File: src/rtl/memory_arbiter.sv
// Two-requester (CPU / IOP) arbiter for a single word-addressed memory port.
// One access in flight at a time; a watchdog aborts accesses that never see mem_ready.
module memory_arbiter #(
  parameter int IOP_PRIORITY = 1,
  parameter int TIMEOUT      = 15
) (
  input  logic         clock,
  input  logic         reset,
  input  logic         cpu_req,
  input  logic [15:31] cpu_addr,
  input  logic         cpu_we,
  input  logic [0:31]  cpu_wdata,
  output logic         cpu_gnt,
  output logic         cpu_done,
  input  logic         iop_req,
  input  logic [15:31] iop_addr,
  input  logic         iop_we,
  input  logic [0:31]  iop_wdata,
  output logic         iop_gnt,
  output logic         iop_done,
  output logic [0:31]  rdata,
  output logic         err,
  output logic         mem_req,
  output logic [15:31] mem_addr,
  output logic         mem_we,
  output logic [0:31]  mem_wdata,
  input  logic [0:31]  mem_rdata,
  input  logic         mem_ready
);

  typedef enum logic {IDLE, BUSY} state_t;

  localparam logic [7:0] CNT_LAST = 8'(TIMEOUT - 1);

  state_t       state_q, state_d;
  logic [7:0]   cnt_q, cnt_d;
  logic         last_iop_q, last_iop_d;
  logic         owner_iop_q, owner_iop_d;
  logic         mem_req_q, mem_req_d;
  logic [15:31] mem_addr_q, mem_addr_d;
  logic         mem_we_q, mem_we_d;
  logic [0:31]  mem_wdata_q, mem_wdata_d;
  logic [0:31]  rdata_q, rdata_d;
  logic         cpu_gnt_q, cpu_gnt_d, iop_gnt_q, iop_gnt_d;
  logic         cpu_done_q, cpu_done_d, iop_done_q, iop_done_d;
  logic         err_q, err_d;
  logic         pick_iop;

  always_comb begin
    state_d     = state_q;
    cnt_d       = cnt_q;
    last_iop_d  = last_iop_q;
    owner_iop_d = owner_iop_q;
    mem_req_d   = mem_req_q;
    mem_addr_d  = mem_addr_q;
    mem_we_d    = mem_we_q;
    mem_wdata_d = mem_wdata_q;
    rdata_d     = rdata_q;
    cpu_gnt_d   = 1'b0;
    iop_gnt_d   = 1'b0;
    cpu_done_d  = 1'b0;
    iop_done_d  = 1'b0;
    err_d       = 1'b0;
    // A lone requester always wins; ties follow the priority mode.
    pick_iop    = iop_req && (!cpu_req || (IOP_PRIORITY != 0) || !last_iop_q);

    case (state_q)
      IDLE: begin
        if (cpu_req || iop_req) begin
          mem_addr_d  = pick_iop ? iop_addr  : cpu_addr;
          mem_we_d    = pick_iop ? iop_we    : cpu_we;
          mem_wdata_d = pick_iop ? iop_wdata : cpu_wdata;
          mem_req_d   = 1'b1;
          cpu_gnt_d   = !pick_iop;
          iop_gnt_d   = pick_iop;
          owner_iop_d = pick_iop;
          last_iop_d  = pick_iop;
          cnt_d       = 8'd0;
          state_d     = BUSY;
        end
      end
      BUSY: begin
        if (mem_ready) begin
          rdata_d    = mem_we_q ? '0 : mem_rdata;
          cpu_done_d = !owner_iop_q;
          iop_done_d = owner_iop_q;
          mem_req_d  = 1'b0;
          state_d    = IDLE;
        end else if (cnt_q == CNT_LAST) begin
          // Watchdog expiry: finish the access as an error with no data.
          rdata_d    = '0;
          err_d      = 1'b1;
          cpu_done_d = !owner_iop_q;
          iop_done_d = owner_iop_q;
          mem_req_d  = 1'b0;
          state_d    = IDLE;
        end else begin
          cnt_d = cnt_q + 8'd1;
        end
      end
      default: state_d = IDLE;
    endcase
  end

  always_ff @(posedge clock or negedge reset) begin
    if (!reset) begin
      state_q     <= IDLE;
      cnt_q       <= 8'd0;
      last_iop_q  <= 1'b1;
      owner_iop_q <= 1'b0;
      mem_req_q   <= 1'b0;
      mem_addr_q  <= '0;
      mem_we_q    <= 1'b0;
      mem_wdata_q <= '0;
      rdata_q     <= '0;
      cpu_gnt_q   <= 1'b0;
      iop_gnt_q   <= 1'b0;
      cpu_done_q  <= 1'b0;
      iop_done_q  <= 1'b0;
      err_q       <= 1'b0;
    end else begin
      state_q     <= state_d;
      cnt_q       <= cnt_d;
      last_iop_q  <= last_iop_d;
      owner_iop_q <= owner_iop_d;
      mem_req_q   <= mem_req_d;
      mem_addr_q  <= mem_addr_d;
      mem_we_q    <= mem_we_d;
      mem_wdata_q <= mem_wdata_d;
      rdata_q     <= rdata_d;
      cpu_gnt_q   <= cpu_gnt_d;
      iop_gnt_q   <= iop_gnt_d;
      cpu_done_q  <= cpu_done_d;
      iop_done_q  <= iop_done_d;
      err_q       <= err_d;
    end
  end

  assign cpu_gnt   = cpu_gnt_q;
  assign iop_gnt   = iop_gnt_q;
  assign cpu_done  = cpu_done_q;
  assign iop_done  = iop_done_q;
  assign err       = err_q;
  assign rdata     = rdata_q;
  assign mem_req   = mem_req_q;
  assign mem_addr  = mem_addr_q;
  assign mem_we    = mem_we_q;
  assign mem_wdata = mem_wdata_q;

endmodule

File: config.mk
export PLATFORM = sky130hd
export DESIGN_NAME = memory_arbiter
export DESIGN_NICKNAME = d
export VERILOG_FILES = /design/src/rtl/memory_arbiter.sv
export SDC_FILE = /design/constraint.sdc
export NUM_CORES = 1
export LEC_CHECK = 0
export ABC_AREA = 1
export BUFFER_PORTS_ARGS = -buffer_cell sky130_fd_sc_hd__buf_2
export CORE_ASPECT_RATIO = 2
export CORE_MARGIN = 5
export CORE_UTILIZATION = 50
export CTS_CLUSTER_DIAMETER = 150
export CTS_CLUSTER_SIZE = 30
export DETAILED_ROUTE_END_ITERATION = 7
export GPL_TIMING_DRIVEN = 0
export MAX_ROUTING_LAYER = met4
export PLACE_DENSITY = 0.86
export SYNTH_ARGS = -nofsm -noshare
export SYNTH_HDL_FRONTEND = slang
export SYNTH_SLANG_ARGS = --single-unit
export TNS_END_PERCENT = 1
File: constraint.sdc
create_clock -name clock -period 4.08 [get_ports clock]
set_clock_uncertainty 0.1 [all_clocks]
set_input_delay 0.612 -clock clock [delete_from_list [all_inputs] [get_ports clock]]
set_output_delay 0.612 -clock clock [all_outputs]
set_load 0.05 [all_outputs]
==> run_results.csv <==
group,metric,value,unit
status,status,"complete, no violations",
sta,tightestPinTransition,0.647,ns
detailed_routing,detail_route.wl_per_cell,14.9,um
global_route,grt_max_degree,51,
setup_path,slowest_delay,0.43,ns
sta,timing.fmax,0.570,GHz
detailed_routing,vias,4614,
placement,gp_congestion,0.895,
setup_path,critPathTopFamily,"simple AND/OR/NAND/NOR gates",
flow_run,cap_violations,0,
finish,final_layout_size_suffix_gt1_share,33.3,%
sta,fin_ws,2.32,ns
placement,dpl-instance-area,5780,um^2
finish,fill_cells,696,
global_route,grt_use_met3,4.80,%
pwr,comb_power_share,49.9,%
clock_tree,holdBufCountCts,0,
sta,hold_viol,0,
clock_tree,cts_resized,0,
synth,synth_enable_flop_cells,0,
clock_tree,tritoncts,"built",
detailed_routing,drc,0,
setup_path,path_class,"flip-flop to flip-flop",
synth,ys_ff_latch,98,
pwr,pwr-share-clk,17.3,%
finish,fin_nets,940,
setup_path,arrival,1.88,ns
synth,synthesis.nets,704,
synth,yosysSeqAreaShare,54.5,%
setup_path,crit_chain,"inv_1, ha_1, nand2_1, nor2_1, nand4_2, buf_2, nand3_1, nand2_1",
pwr,p_int,2.27,mW
pwr,switchingPower,2.43,mW
clock_tree,clkSinkCount,98,
sta,grt_setup_unrepaired,"no",
placement,dp_hpwl,10700,um
sta,finalSetupTns,0,ns
global_route,met2_usage,43.5,%
floorplan,pin_count,225,
placement,place_inst,892,
global_route,grt_pass1_wl,21200,um
synth,synth_warnings,0,
pwr,total_power,4.70,mW
global_route,grtUsageMet1,25.6,%
synth,synth_area,4500,um^2
floorplan,start_util,50.6,%
sta,maxSlewHeadroom,56.8,%
floorplan,die_w,77.1,um
synth,synth_area_leaders,"dfrtp_1, nand2_1, o21ai_0",
floorplan,rows,49,
setup_path,critPathLaunchType,"flip-flop",
clock_tree,cts_made_buffers,9,
detailed_routing,antenna_left,0,
finish,antenna_cells,0,
pwr,p_leak,3.50,nW
synth,synthArstFlopShare,100,%
global_route,grt_use_total,24.3,%
synth,netlist_instances,565,
finish,final_util,68.2,%
setup_path,crit_buf_inv,2,
sta,period_needed,1.76,ns
finish,fin_area,6060,um^2
placement,io_buffers,224,
synth,synth_top_area_share,54.5,%
setup_path,cp_data_required_time,4.21,ns
sta,timing.hold.ws,0.179,ns
synth,synth_top_area_cell,"dfrtp_1",
setup_path,crit_fanout,10,
setup_path,cp_common_cell,"nand2_1",
synth,synth_ff_type,"dfrtp_1",
detailed_routing,drtIter0Drc,328,
floorplan,die_h,144,um
clock_tree,path_clk_slew,0.07,ns
global_route,antenna_found_initial,0,
synth,yosys-top-cells-count,"nand2_1, o21ai_0, dfrtp_1",
clock_tree,post_cts_buffers,0,
global_route,grt_pass1_vias,4660,
pwr,ir_drop,374,uV
sta,fin_crit_sh,43.0,%
finish,seqCellArea,2450,um^2
pwr,p_sw_share,51.7,%
placement,pre_cts_ws,2.04,ns
clock_tree,cts_buffer_depth,2,
detailed_routing,firstDrtPassIters,4,
synth,post-synth-top-count-cell,"nand2_1",
floorplan,core,8890,um^2
synth,synth.avg_cell_area,7.97,um^2
setup_path,slowest_stage,"dfrtp_1",
global_route,overflow,0,
finish,stdcell_count,908,
sta,report.final.slew_viol_count,0,
finish,multi_input_area,1650,um^2
global_route,grt_busiest_layer,"met2",
sta,setup-violations-final,0,
detailed_routing,via_per_inst,5.08,
synth,yosys.cell_types.count,22,
finish,area_growth,34.8,%
pwr,pwr-share-seq,32.8,%
clock_tree,clock_latency,0.34,ns
setup_path,critPathCaptureType,"flip-flop",
floorplan,dieArea,11100,um^2
detailed_routing,routed_wl,13500,um
clock_tree,root_buffer,"clkbuf_16",
worst_hold_path,min-delay-path-class,"primary input to asynchronous set/reset pin",
clock_tree,htreeDepth,3,
pwr,p_per_area,775,nW/um^2
## layout by cell type, fill, tap and decap left out, drive strengths merged
cell / n
a21oi: 2
buf: 250
clkbuf: 17
clkinv: 2
clkinvlp: 2
dfrtp: 98
ha: 2
inv: 62
nand2: 202
nand3: 44
nand4: 1
nor2: 17
nor3: 2
o21ai: 102
o21bai: 1
or2: 1
xnor2: 1
## state kept, by name (all words and copies together) (netlist names)
name / cells
iop_gnt: 1
cnt_q: 8
mem_req: 1
cpu_gnt: 1
owner_iop_q: 1
mem_wdata: 32
rdata: 32
mem_we: 1
iop_done: 1
cpu_done: 1
state_q: 1
err: 1
mem_addr: 17
## cells by family after synthesis
group,share of synthesized area [%]
AO/OA/AOI/OAI,11.7
XOR/XNOR,0.195
adder cells (fa/ha/maj),0.556
buffers and inverters,8.90
flip-flops,54.5
AND/OR/NAND/NOR,24.1
## layer usage
layer / wire length (um) / part of all wire (%)
met1: 4860 / 36
met2: 7390 / 55
met3: 827 / 6.1
met4: 420 / 3.1
met5: 0 / 0
## final timing paths
path	startpoint	to	slack, ns	cells past startpoint
setup / recovery	cnt_q[0]$_DFFE_PN0P_	rdata[26]$_DFFE_PN0P_	2.32	8
hold / removal	reset	rdata[27]$_DFFE_PN0P_	0.18	1
setup reg to reg	cnt_q[0]$_DFFE_PN0P_	rdata[26]$_DFFE_PN0P_	2.32	8
hold reg to reg	owner_iop_q$_DFFE_PN0P_	cpu_done$_DFF_PN0_	0.32	1
max in group asynchronous	reset	mem_wdata[10]$_DFFE_PN0P_	3.03	2
min in group clock	owner_iop_q$_DFFE_PN0P_	cpu_done$_DFF_PN0_	0.32	1
## area by class of cell
| type | count | area share (%) |
|---|---|---|
| clock buffer | 9 | 3.71 |
| clock inverter | 7 | 0.990 |
| inverter | 59 | 3.65 |
| multi-input combinational | 375 | 27.2 |
| timing repair buffer | 225 | 19.0 |
| sequential | 98 | 40.4 |
| buffer | 33 | 2.95 |
| tap | 102 | 2.10 |
## power groups by stage
| stage | Sequential [mW] | Combinational, mW | Clock, mW |
|---|---|---|---|
| 4_1_cts | 1.54 | 2.36 | 0.826 |
| 3_5_place_dp | 1.55 | 2.36 | 0 |
| 5_1_grt | 1.58 | 2.48 | 0.866 |
| 6_report | 1.54 | 2.34 | 0.813 |
| 2_1_floorplan | 2.76 | 0.480 | 0 |
| 3_3_place_gp | 1.54 | 2.30 | 0 |
## worst reg2reg max path: stages (launching register included)
cell and delay [ns]:
dfrtp_1 0.43, inv_1 0.10, ha_1 0.14, nand2_1 0.05, nor2_1 0.17, nand4_2 0.23
buf_2 0.27, nand3_1 0.09, nand2_1 0.06
(Power assumes the default switching activity.)
